[src/rtl/riscv_multicycle_sequencer_pkg.sv]
// Shared control definitions for the RV32I multi-cycle sequencer:
// opcodes, state encoding and the pc_sel / wb_sel / alu_op codes.
package riscv_multicycle_sequencer_pkg;

    typedef logic [6:0] opcode_t;

    localparam logic [2:0] ST_IDLE   = 3'd0;
    localparam logic [2:0] ST_FETCH  = 3'd1;
    localparam logic [2:0] ST_DECODE = 3'd2;
    localparam logic [2:0] ST_EXEC   = 3'd3;
    localparam logic [2:0] ST_MEM    = 3'd4;
    localparam logic [2:0] ST_WB     = 3'd5;
    localparam logic [2:0] ST_TRAP   = 3'd6;

    localparam opcode_t OP_LUI    = 7'b0110111;
    localparam opcode_t OP_AUIPC  = 7'b0010111;
    localparam opcode_t OP_JAL    = 7'b1101111;
    localparam opcode_t OP_JALR   = 7'b1100111;
    localparam opcode_t OP_BRANCH = 7'b1100011;
    localparam opcode_t OP_LOAD   = 7'b0000011;
    localparam opcode_t OP_STORE  = 7'b0100011;
    localparam opcode_t OP_IMM    = 7'b0010011;
    localparam opcode_t OP_OP     = 7'b0110011;

    localparam logic [1:0] PC_PLUS4  = 2'b00;
    localparam logic [1:0] PC_BRANCH = 2'b01;
    localparam logic [1:0] PC_JAL    = 2'b10;
    localparam logic [1:0] PC_JALR   = 2'b11;

    localparam logic [1:0] WB_ALU = 2'b00;
    localparam logic [1:0] WB_MEM = 2'b01;
    localparam logic [1:0] WB_PC4 = 2'b10;
    localparam logic [1:0] WB_IMM = 2'b11;

    localparam logic [1:0] ALU_ARITH  = 2'b00;
    localparam logic [1:0] ALU_BRANCH = 2'b01;
    localparam logic [1:0] ALU_ADDR   = 2'b10;

    function automatic logic opcode_legal(input opcode_t op);
        case (op)
            OP_LUI, OP_AUIPC, OP_JAL, OP_JALR, OP_BRANCH,
            OP_LOAD, OP_STORE, OP_IMM, OP_OP: return 1'b1;
            default:                          return 1'b0;
        endcase
    endfunction

endpackage

[src/rtl/riscv_multicycle_sequencer_if.sv]
// Shared memory port between the sequencer (master) and the memory (slave).
interface riscv_multicycle_sequencer_if;
    logic mem_req;
    logic mem_we;
    logic mem_addr_sel;
    logic mem_ready;

    modport master (output mem_req, mem_we, mem_addr_sel, input mem_ready);
    modport slave  (input mem_req, mem_we, mem_addr_sel, output mem_ready);
endinterface

[src/rtl/riscv_multicycle_sequencer_mem_wait_timer.sv]
// Memory wait counter: cleared per access, counts stalled cycles, flags the limit.
module riscv_mem_wait_timer #(
    parameter int MEM_TIMEOUT = 16
) (
    input  logic clk,
    input  logic reset,
    input  logic clear,
    input  logic count,
    output logic expired
);
    localparam int W = (MEM_TIMEOUT > 0) ? $clog2(MEM_TIMEOUT + 1) : 1;
    localparam logic [W-1:0] LIMIT = W'(MEM_TIMEOUT);

    logic [W-1:0] cnt;

    // A zero limit never expires, so an access may wait indefinitely.
    assign expired = (MEM_TIMEOUT != 0) && (cnt == LIMIT);

    always_ff @(posedge clk or posedge reset) begin
        if (reset)
            cnt <= '0;
        else if (clear)
            cnt <= '0;
        else if (count && !expired && (MEM_TIMEOUT != 0))
            cnt <= cnt + W'(1);
    end

endmodule

[src/rtl/riscv_multicycle_sequencer.sv]
// RV32I multi-cycle control sequencer sharing one memory port for fetch and load/store.
// Define RISCV_SEQ_PERF_EN to add the cycle_cnt / instret_cnt performance counters.
//
// state  | meaning
// IDLE   | stopped at an instruction boundary, waiting for run
// FETCH  | memory read at PC, IR latched on mem_ready
// DECODE | opcode legality check
// EXEC   | ALU operation; branches retire here
// MEM    | load/store at ALU address; stores retire here
// WB     | register write-back and PC update, retire
// TRAP   | illegal opcode or memory timeout; left only by reset
module riscv_multicycle_sequencer
    import riscv_multicycle_sequencer_pkg::*;
#(
    parameter int MEM_TIMEOUT = 16
) (
    input  logic       clk,
    input  logic       reset,
    input  logic       run,
    input  logic [6:0] opcode,
    input  logic       branch_taken,
    riscv_multicycle_sequencer_if.master mem,
    output logic       ir_we,
    output logic       pc_we,
    output logic [1:0] pc_sel,
    output logic       reg_we,
    output logic [1:0] wb_sel,
    output logic       alu_src,
    output logic [1:0] alu_op,
    output logic       busy,
    output logic       illegal,
    output logic       retire
`ifdef RISCV_SEQ_PERF_EN
    ,
    output logic [31:0] cycle_cnt,
    output logic [31:0] instret_cnt
`endif
);

    logic [2:0] state, state_nxt;
    logic       mem_req_c, mem_we_c, mem_addr_sel_c;
    logic       wait_clr, wait_cnt_en, wait_expired;
    logic       is_load, is_store;

    assign is_load  = (opcode == OP_LOAD);
    assign is_store = (opcode == OP_STORE);

    // Any state change starts a fresh access window for the wait counter.
    assign wait_clr    = (state_nxt != state);
    assign wait_cnt_en = mem_req_c & ~mem.mem_ready;

    riscv_mem_wait_timer #(.MEM_TIMEOUT(MEM_TIMEOUT)) u_wait_timer (
        .clk     (clk),
        .reset   (reset),
        .clear   (wait_clr),
        .count   (wait_cnt_en),
        .expired (wait_expired)
    );

    always_ff @(posedge clk or posedge reset) begin
        if (reset) state <= ST_IDLE;
        else       state <= state_nxt;
    end

    always_comb begin
        state_nxt      = state;
        mem_req_c      = 1'b0;
        mem_we_c       = 1'b0;
        mem_addr_sel_c = 1'b0;
        ir_we          = 1'b0;
        pc_we          = 1'b0;
        pc_sel         = PC_PLUS4;
        reg_we         = 1'b0;
        wb_sel         = WB_ALU;
        alu_src        = 1'b0;
        alu_op         = ALU_ARITH;
        retire         = 1'b0;
        case (state)
            ST_IDLE: if (run) state_nxt = ST_FETCH;
            ST_FETCH: begin
                mem_req_c = 1'b1;
                if (mem.mem_ready) begin
                    ir_we     = 1'b1;
                    state_nxt = ST_DECODE;
                end else if (wait_expired) begin
                    state_nxt = ST_TRAP;
                end
            end
            ST_DECODE: state_nxt = opcode_legal(opcode) ? ST_EXEC : ST_TRAP;
            ST_EXEC: begin
                case (opcode)
                    OP_OP:     begin alu_src = 1'b0; alu_op = ALU_ARITH;  end
                    OP_BRANCH: begin alu_src = 1'b0; alu_op = ALU_BRANCH; end
                    OP_LOAD, OP_STORE, OP_AUIPC, OP_JAL, OP_JALR:
                               begin alu_src = 1'b1; alu_op = ALU_ADDR;   end
                    default:   begin alu_src = 1'b1; alu_op = ALU_ARITH;  end
                endcase
                if (opcode == OP_BRANCH) begin
                    pc_we     = 1'b1;
                    pc_sel    = branch_taken ? PC_BRANCH : PC_PLUS4;
                    retire    = 1'b1;
                    state_nxt = run ? ST_FETCH : ST_IDLE;
                end else if (is_load || is_store) begin
                    state_nxt = ST_MEM;
                end else begin
                    state_nxt = ST_WB;
                end
            end
            ST_MEM: begin
                mem_req_c      = 1'b1;
                mem_addr_sel_c = 1'b1;
                mem_we_c       = is_store;
                if (mem.mem_ready) begin
                    if (is_store) begin
                        pc_we     = 1'b1;
                        retire    = 1'b1;
                        state_nxt = run ? ST_FETCH : ST_IDLE;
                    end else begin
                        state_nxt = ST_WB;
                    end
                end else if (wait_expired) begin
                    state_nxt = ST_TRAP;
                end
            end
            ST_WB: begin
                reg_we    = 1'b1;
                pc_we     = 1'b1;
                retire    = 1'b1;
                state_nxt = run ? ST_FETCH : ST_IDLE;
                case (opcode)
                    OP_LOAD: wb_sel = WB_MEM;
                    OP_JAL:  begin wb_sel = WB_PC4; pc_sel = PC_JAL;  end
                    OP_JALR: begin wb_sel = WB_PC4; pc_sel = PC_JALR; end
                    OP_LUI:  wb_sel = WB_IMM;
                    default: wb_sel = WB_ALU;
                endcase
            end
            ST_TRAP: state_nxt = ST_TRAP;
            default: state_nxt = ST_IDLE;
        endcase
    end

    assign mem.mem_req      = mem_req_c;
    assign mem.mem_we       = mem_we_c;
    assign mem.mem_addr_sel = mem_addr_sel_c;
    assign busy             = (state != ST_IDLE) && (state != ST_TRAP);
    assign illegal          = (state == ST_TRAP);

`ifdef RISCV_SEQ_PERF_EN
    always_ff @(posedge clk or posedge reset) begin
        if (reset) begin
            cycle_cnt   <= '0;
            instret_cnt <= '0;
        end else begin
            if (busy)   cycle_cnt   <= cycle_cnt + 32'd1;
            if (retire) instret_cnt <= instret_cnt + 32'd1;
        end
    end
`endif

endmodule
[src/flat_wrapper.sv]
// flat-port wrapper written by rule: the top's interface ports become plain ports
module riscv_multicycle_sequencer_flat import riscv_multicycle_sequencer_pkg::*;
#(
    parameter int MEM_TIMEOUT = 16
)
  (clk, reset, run, opcode, branch_taken, ir_we, pc_we, pc_sel, reg_we, wb_sel, alu_src, alu_op, busy, illegal, retire, mem_mem_req, mem_mem_we, mem_mem_addr_sel, mem_mem_ready);
  riscv_multicycle_sequencer_if mem_i ();
  input  logic clk;
  input  logic reset;
  input  logic run;
  input  logic [6:0] opcode;
  input  logic branch_taken;
  output logic ir_we;
  output logic pc_we;
  output logic [1:0] pc_sel;
  output logic reg_we;
  output logic [1:0] wb_sel;
  output logic alu_src;
  output logic [1:0] alu_op;
  output logic busy;
  output logic illegal;
  output logic retire;
  output wire logic [$bits(mem_i.mem_req)-1:0] mem_mem_req;
  output wire logic [$bits(mem_i.mem_we)-1:0] mem_mem_we;
  output wire logic [$bits(mem_i.mem_addr_sel)-1:0] mem_mem_addr_sel;
  input wire logic [$bits(mem_i.mem_ready)-1:0] mem_mem_ready;
  assign mem_mem_req = mem_i.mem_req;
  assign mem_mem_we = mem_i.mem_we;
  assign mem_mem_addr_sel = mem_i.mem_addr_sel;
  assign mem_i.mem_ready = mem_mem_ready;
  riscv_multicycle_sequencer #(.MEM_TIMEOUT(MEM_TIMEOUT)) u_core (.clk(clk), .reset(reset), .run(run), .opcode(opcode), .branch_taken(branch_taken), .mem(mem_i), .ir_we(ir_we), .pc_we(pc_we), .pc_sel(pc_sel), .reg_we(reg_we), .wb_sel(wb_sel), .alu_src(alu_src), .alu_op(alu_op), .busy(busy), .illegal(illegal), .retire(retire));
endmodule
[config.mk]
export PLATFORM = sky130hd
export DESIGN_NAME = riscv_multicycle_sequencer_flat
export DESIGN_NICKNAME = d
export VERILOG_FILES = /design/src/rtl/riscv_multicycle_sequencer_pkg.sv /design/src/rtl/riscv_multicycle_sequencer_if.sv /design/src/rtl/riscv_multicycle_sequencer_mem_wait_timer.sv /design/src/rtl/riscv_multicycle_sequencer.sv /design/src/flat_wrapper.sv
export SDC_FILE = /design/constraint.sdc
export NUM_CORES = 1
export LEC_CHECK = 0
export ABC_AREA = 1
export CAP_MARGIN = 10
export CORE_MARGIN = 2
export CORE_UTILIZATION = 49
export DETAILED_ROUTE_END_ITERATION = 10
export GPL_ROUTABILITY_DRIVEN = 0
export PLACE_DENSITY_LB_ADDON = 0.1
export SYNTH_ARGS = -nofsm -noshare
export SYNTH_HDL_FRONTEND = slang
export SYNTH_SLANG_ARGS = --single-unit
export TNS_END_PERCENT = 5
[constraint.sdc]
create_clock -name clk -period 5.08 [get_ports clk]
set_clock_uncertainty 0.2 [all_clocks]
set_input_delay 0.762 -clock clk [delete_from_list [all_inputs] [get_ports clk]]
set_output_delay 0.762 -clock clk [all_outputs]
set_load 0.01 [all_outputs]
==> Flow_metrics.wiki, run 1 <==
{| class="wikitable"
! Metric !! Value
|-
| HPWL after detailed placement || 1840 um
|-
| Capture point of the worst reg-to-reg path || u_core.u_wait_timer.cnt[4]
|-
| Dominant cell type by area after synthesis || sky130_fd_sc_hd__dfrtp_1
|-
| Clock slew at the register clock pins of the worst setup and hold paths || 0.05 ns
|-
| Net switching power || 0.000210 W
|-
| Share of post-route cells with drive strength above 1 || 11.0%
|-
| Crit path to || retire
|-
| 1st-iter DRT viols || 32
|-
| Worst min path class || flop to flop
|-
| Total number of clock tree sinks || 8
|-
| Levels on crit path || 8
|-
| Worst max-slew margin expressed relative to the limit || 79.4%
|-
| Register-to-Register Setup Slack || 3.04 ns
|-
| Final-report hold violation count || 0
|-
| Maximum number of pins on one net before global-route repair || 9
|-
| Number of instances resized during post-cts repair || 0
|-
| Total via count in the routed design || 976
|-
| Fraction of power consumed by combinational cells || 65.2%
|-
| Post-Syn Instances || 143
|-
| Sw Share || 48.6%
|-
| Initial standard-cell utilization of the core || 51.0%
|-
| Rows || 15
|-
| Post-route DRC || 0
|-
| Max Transition Viols Final || 0
|-
| Die Span X || 45.9 um
|-
| Clock buffer count from CTS || 3
|-
| Total iterations of the first detailed-routing run || 4
|-
| Deepest clock path buffer count || 2
|-
| Number of register bits inferred by synthesis || 8
|-
| Required time reported for the critical path endpoint || 4.12 ns
|-
| Actual slew at the worst max-slew pin || 0.309 ns
|-
| Min Hold Slack || 0.415 ns
|-
| CORE AREA || 1690 um2
|-
| Placement Cell Area || 1140 um2
|-
| Total negative slack for setup checks || 0 ns
|-
| Wirelength, routed || 2160 um
|-
| Layout overhead on the synthesized area || 35.6%
|-
| Root buf cell || sky130_fd_sc_hd__clkbuf_4
|-
| Number of instances in the placed design || 186
|-
| Antenna violations before repair || 0
|-
| Final Cell Area || 1170 um2
|-
| TritonCTS clock tree || yes
|-
| Int Pwr || 0.000223 W
|-
| RR Startpoint || u_core.u_wait_timer.cnt[0]
|-
| Number of nets in the finished design || 188
|-
| Critical path's top delay family || buffers and inverters
|-
| Number of hold-repair buffers added at the cts stage || 0
|-
| Maximum clock frequency || 294 MHz
|-
| Non-filler cells in the finished layout || 189
|-
| Antenna diode count || 0
|-
| Maximum single-stage delay on the critical path || 0.54 ns
|-
| Adder and majority gate portion of the synthesized area || 2.91%
|-
| Number of global-route vias before repair || 874
|-
| Share of synthesized area spent on multiplexers || 0%
|-
| Global-route usage over all layers || 22.3%
|-
| Leakage || 0.634 nW
|-
| Parity-gate share of the synthesized area counting xor and xnor cells || 3.05%
|-
| Critical path startpoint || opcode[5]
|-
| Unique masters post-synth || 21
|-
| Top-level I/O count || 28
|-
| Via density per instance || 5.16
|-
| Final worst-path cycle share || 67.0%
|-
| Global-route wire length before repair || 3470 um
|-
| Number of port buffers || 27
|-
| Portion of total power attributed to sequential cells || 23.8%
|-
| Status || finished, final reports clean
|-
| Number of setup violations in the final report || 0
|-
| Mapped Area || 861 um2
|-
| Total die area || 2110 um2
|-
| Post-CTS setup buffers || 0
|-
| Max-capacitance violation count || 0
|-
| Average cell area after synthesis || 6.02 um2
|-
| Skew-Pair Late Insertion Delay || 0.25 ns
|-
| Post-route antenna net violation count || 0
|-
| RSZ-0062 raised after global routing || no
|-
| Depth of the CTS H-tree || 1
|-
| Kind of critical path || input pin to primary output
|-
| Final core utilization || 69.1%
|-
| Kind of end point of the critical path || primary output
|-
| Post-synthesis sequential area ratio || 23.3%
|-
| Fraction of post-synthesis cell area in the top cell type by area || 23.3%
|-
| Library cell contributing the largest single delay on the critical path || sky130_fd_sc_hd__clkdlybuf4s50_1
|-
| Setup crit start kind || input pin
|-
| Worst-case vdd ir drop || 0.245 mV
|-
| Leading post-synthesis cells by cell area || sky130_fd_sc_hd__dfrtp_1, sky130_fd_sc_hd__nand2_1, sky130_fd_sc_hd__inv_1, sky130_fd_sc_hd__nand3_1, sky130_fd_sc_hd__nor2_1
|-
| Average wire per standard cell || 11.4 um
|-
| Mapped Nets || 157
|-
| Maximum fanout along the worst path || 3
|-
| Height of the die || 45.9 um
|-
| Minimum clock period || 3.40 ns
|-
| Number of warning messages in the yosys log || 0
|-
| Synthesized-area fraction occupied by ao, oa, aoi and oai cells || 5.52%
|-
| Count of cells along the worst register-to-register path || 13
|-
| Ratio of total power to cell area || 371 nW/um2
|-
| Chain of cells forming the critical path || clkdlybuf4s50_1 -> nand2_2 -> nor2_1 -> nand2_1 -> nor2_2 -> nand2_1 -> nand3_1 -> clkdlybuf4s50_1
|-
| Largest family of logic cells by synthesized area || simple AND/OR/NAND/NOR gates
|-
| Buffer and inverter count on the worst path || 2
|-
| Global route overflow || 0
|-
| Clock share of power || 10.9%
|-
| Data arrival, critical path || 2.44 ns
|-
| Simple-Gate Fraction of Synth Area || 50.4%
|}
-- state kept, by name, indices dropped and copies added, names as in the netlist --
| name | cells |
|---|---|
| u_core.state | 3 |
| u_core.u_wait_timer.cnt | 5 |
-- synth_stat cells --
cell / n
sky130_fd_sc_hd__a21oi_1: 2
sky130_fd_sc_hd__a32o_1: 1
sky130_fd_sc_hd__buf_4: 1
sky130_fd_sc_hd__dfrtp_1: 8
sky130_fd_sc_hd__ha_1: 2
sky130_fd_sc_hd__inv_1: 28
sky130_fd_sc_hd__inv_2: 4
sky130_fd_sc_hd__nand2_1: 35
sky130_fd_sc_hd__nand2_2: 4
sky130_fd_sc_hd__nand3_1: 14
sky130_fd_sc_hd__nand3_2: 2
sky130_fd_sc_hd__nand4_1: 6
sky130_fd_sc_hd__nor2_1: 14
sky130_fd_sc_hd__nor2_2: 2
sky130_fd_sc_hd__nor2_4: 3
sky130_fd_sc_hd__nor3_1: 7
sky130_fd_sc_hd__nor3_2: 1
sky130_fd_sc_hd__nor4_1: 1
sky130_fd_sc_hd__o21ai_0: 4
sky130_fd_sc_hd__o21bai_1: 1
sky130_fd_sc_hd__xor2_1: 3
-- power groups by stage --
stage / Combinational (W) / Sequential [W] / Clock [W]
floorplan: 0.000188 / 0.0000977 / 0
global placement: 0.000277 / 0.000102 / 0
detailed placement: 0.000281 / 0.000103 / 0
CTS: 0.000283 / 0.000102 / 0.0000488
global route: 0.000316 / 0.000105 / 0.0000545
finish: 0.000282 / 0.000103 / 0.0000473
-- stage by stage --
| step | setup WS [ns] | power, W |
|---|---|---|
| 2_1_floorplan | 2.62 | 0.000286 |
| 3_3_place_gp | 1.67 | 0.000379 |
| 3_5_place_dp | 1.67 | 0.000384 |
| 4_1_cts | 1.67 | 0.000434 |
| 5_1_grt | 1.53 | 0.000476 |
| 6_report | 1.68 | 0.000433 |
-- cell type report --
cell class	count	area (um2)
fillers	169	522
flip-flops and latches	8	200
repair buffers	27	270
inverters	32	120
clock buffers	3	22.5
well taps	17	21.3
multi-input cells	102	533
-- cells by family (layout without fill, tap and decap cells) --
kind of cell | count (synthesis) | in the layout
adders and majority gates | 2 | 2
buffers and inverters | 33 | 62
DFF | 8 | 8
AOI/OAI and AO/OA | 8 | 8
and+or+nand+nor | 89 | 89
xor gates and xnor gates | 3 | 3
-- placed cells by master, fill, tap and decap left out, drive strengths merged, types with 4 or more instances in the layout --
| cell type | n |
|---|---|
| o21ai | 4 |
| nand2 | 39 |
| nor3 | 8 |
| nor2 | 19 |
| dfrtp | 8 |
| inv | 32 |
| clkdlybuf4s50 | 27 |
| nand3 | 16 |
| nand4 | 6 |
-- layer usage --
metal	track usage, %	share of wire, %
met5	0	0
met2	38.9	52
met4	5.14	0
met1	27.8	44
met3	4.76	3.9
-- worst min path at each step --
| stage | start | to | slack [ns] | cells past startpoint |
|---|---|---|---|---|
| 2_1_floorplan | u_core.u_wait_timer.cnt[4] | u_core.u_wait_timer.cnt[4] | 0.35 | 3 |
| 3_3_place_gp | u_core.u_wait_timer.cnt[4] | u_core.u_wait_timer.cnt[4] | 0.38 | 3 |
| 3_5_place_dp | u_core.u_wait_timer.cnt[4] | u_core.u_wait_timer.cnt[4] | 0.42 | 3 |
| 4_1_cts | u_core.u_wait_timer.cnt[4] | u_core.u_wait_timer.cnt[4] | 0.42 | 3 |
| 5_1_grt | u_core.u_wait_timer.cnt[4] | u_core.u_wait_timer.cnt[4] | 0.46 | 3 |
| 6_report | u_core.u_wait_timer.cnt[4] | u_core.u_wait_timer.cnt[4] | 0.42 | 3 |
-- worst min-delay path, delay by kind of cell, from the launching register on --
| kind | cells | cell delay (ns) |
|---|---|---|
| DFF | 1 | 0.37 |
| and+or+nand+nor | 3 | 0.20 |
Power figures use the tool's default switching activity.
==> inputs of run 2 (changes only) <==
CORE_UTILIZATION = 45   (was 49)
clock period = 3.3 ns   (was 5.08 ns; I/O delays follow)
==> Flow_metrics.wiki, run 2 (synthesized netlist as in run 1, its figures left out) <==
{| class="wikitable"
! Metric !! Value
|-
| Wirelength, routed || 2030 um (-6.2%)
|-
| Height of the die || 47.7 um (+4.0%)
|-
| CORE AREA || 1760 um2 (+4.4%)
|-
| Kind of critical path || input pin to primary output
|-
| Average wire per standard cell || 10.3 um (-10%)
|-
| RR Startpoint || u_core.u_wait_timer.cnt[0]
|-
| TritonCTS clock tree || yes
|-
| Antenna violations before repair || 0 (unchanged)
|-
| Capture point of the worst reg-to-reg path || u_core.u_wait_timer.cnt[1]
|-
| Share of post-route cells with drive strength above 1 || 11.0% (unchanged)
|-
| Minimum clock period || 2.87 ns
|-
| Final core utilization || 66.7% (-2.4 points)
|-
| Skew-Pair Late Insertion Delay || 0.25 ns (about the same)
|-
| HPWL after detailed placement || 1750 um (-5.2%)
|-
| Worst-case vdd ir drop || 0.430 mV (+75%)
|-
| Global route overflow || 0 (unchanged)
|-
| Number of nets in the finished design || 188 (unchanged)
|-
| Total number of clock tree sinks || 8 (unchanged)
|-
| Final Cell Area || 1180 um2 (+0.86%)
|-
| Maximum clock frequency || 348 MHz
|-
| Global-route wire length before repair || 3410 um (-1.8%)
|-
| Final worst-path cycle share || 87.0%
|-
| Number of setup violations in the final report || 0 (unchanged)
|-
| Critical path startpoint || opcode[2]
|-
| Max Transition Viols Final || 0 (unchanged)
|-
| Total design power || 0.000660 W (+53%)
|-
| Ratio of total power to cell area || 561 nW/um2 (+51%)
|-
| 1st-iter DRT viols || 31 (-3.1%)
|-
| Maximum number of pins on one net before global-route repair || 9 (unchanged)
|-
| Total negative slack for setup checks || 0 ns (unchanged)
|-
| Die Span X || 47.7 um (+4.0%)
|-
| Worst max-slew margin expressed relative to the limit || 79.7% (+0.31 points)
|-
| Initial standard-cell utilization of the core || 48.8% (-2.2 points)
|-
| Maximum fanout along the worst path || 6 (+3)
|-
| Max-capacitance violation count || 0 (unchanged)
|-
| Largest register FFs || 5 (unchanged)
|-
| Number of port buffers || 27 (unchanged)
|-
| Layout overhead on the synthesized area || 36.8%
|-
| Clock buffer count from CTS || 3 (unchanged)
|-
| Status || finished, final reports clean
|-
| Global-route usage over all layers || 20.7% (-1.6 points)
|-
| Number of instances in the placed design || 194 (+4.3%)
|-
| Non-filler cells in the finished layout || 197 (+4.2%)
|-
| RSZ-0062 raised after global routing || no
|-
| Crit path to || pc_we
|-
| Placement Cell Area || 1150 um2 (+0.87%)
|-
| Setup crit start kind || input pin
|-
| Depth of the CTS H-tree || 1 (unchanged)
|-
| Via density per instance || 4.90 (-5.0%)
|-
| Total via count in the routed design || 966 (-1.0%)
|-
| Post-route DRC || 0 (unchanged)
|-
| Count of cells along the worst register-to-register path || 13 (unchanged)
|-
| Required time reported for the critical path endpoint || 2.60 ns (-1.52 ns)
|-
| Post-route antenna net violation count || 0 (unchanged)
|-
| Rows || 15 (unchanged)
|-
| Register-to-Register Setup Slack || 1.35 ns (-1.69 ns)
|-
| Final-report hold violation count || 0 (unchanged)
|-
| Antenna diode count || 0 (unchanged)
|-
| Total iterations of the first detailed-routing run || 4 (unchanged)
|-
| Kind of end point of the critical path || primary output
|-
| Data arrival, critical path || 2.17 ns (-0.27 ns)
|-
| Number of hold-repair buffers added at the cts stage || 0 (unchanged)
|-
| Register with the most flip-flops || u_core.u_wait_timer.cnt
|-
| Clock slew at the register clock pins of the worst setup and hold paths || 0.05 ns (about the same)
|-
| Post-CTS setup buffers || 0 (unchanged)
|-
| Leakage || 0.634 nW (unchanged)
|-
| Number of instances resized during post-cts repair || 0 (unchanged)
|-
| Most frequent cells in the layout || sky130_fd_sc_hd__nand2_1, sky130_fd_sc_hd__inv_1, sky130_fd_sc_hd__clkdlybuf4s50_1
|-
| Largest registers || u_core.u_wait_timer.cnt x5, u_core.state x3
|-
| Actual slew at the worst max-slew pin || 0.303 ns (-0.00550 ns)
|-
| Number of global-route vias before repair || 866 (-0.92%)
|-
| Root buf cell || sky130_fd_sc_hd__clkbuf_4
|-
| Top-level I/O count || 28 (unchanged)
|-
| Worst min path class || input pin to async pin
|-
| Most common cell after layout, fill and taps aside || sky130_fd_sc_hd__nand2_1
|-
| Total die area || 2280 um2 (+8.1%)
|-
| Deepest clock path buffer count || 2 (unchanged)
|}
-- run 2: cell counts in the layout (fill, tap and decap cells not counted) --
Identical to the previous run, type by type.
-- run 2: area by class of cell --
cell class                 count  area, um2
multi-input combinational    102        533
sequential                     8        200
tap                           25       31.3
clock buffer                   3       22.5
timing repair buffer          27        270
fill                         175        587
inverter                      32        120
-- run 2: worst min-delay path by stage --
stage / startpoint / cells after the start / end / slack, ns
finish: reset / 2 / u_core.state[2] / 0.29
global route: reset / 2 / u_core.state[1] / 0.31
CTS: reset / 2 / u_core.state[2] / 0.29
detailed placement: u_core.u_wait_timer.cnt[4] / 3 / u_core.u_wait_timer.cnt[4] / 0.38
global placement: u_core.u_wait_timer.cnt[4] / 3 / u_core.u_wait_timer.cnt[4] / 0.38
floorplan: reset / 1 / u_core.state[0] / 0.11
-- run 2: where the power goes --
part	switching [W]	total, W	leakage, nW	internal [W]
Combinational	0.000255	0.000434	0.513	0.000179
Clock	0.0000295	0.0000709	0.0138	0.0000414
Sequential	0.0000333	0.000155	0.107	0.000122
Total	0.000318	0.000660	0.634	0.000343
-- run 2: critical path, stage by stage --
cell and delay, ns:
sky130_fd_sc_hd__clkdlybuf4s50_1 0.45, sky130_fd_sc_hd__inv_1 0.10, sky130_fd_sc_hd__nand2_2 0.07, sky130_fd_sc_hd__nor2_4 0.15, sky130_fd_sc_hd__nand2_1 0.11, sky130_fd_sc_hd__nor2_2 0.11, sky130_fd_sc_hd__nand2_1 0.06, sky130_fd_sc_hd__nand3_1 0.08
sky130_fd_sc_hd__clkdlybuf4s50_1 0.55
-- run 2: stage by stage --
step | setup WS [ns] | hold slack (ns)
5_1_grt | 0.314 | 0.305
4_1_cts | 0.426 | 0.294
6_report | 0.431 | 0.287
2_1_floorplan | 1.37 | 0.111
3_5_place_dp | 0.433 | 0.385
3_3_place_gp | 0.445 | 0.375
-- run 2: per-layer routing --
layer	wire length, um	global-route usage, %	vias to the layer above
met5	0	0	-
met4	0	2.70	0
met3	85	5.66	0
met2	1000	35.2	19
met1	937	27.0	438
li1	-	-	509
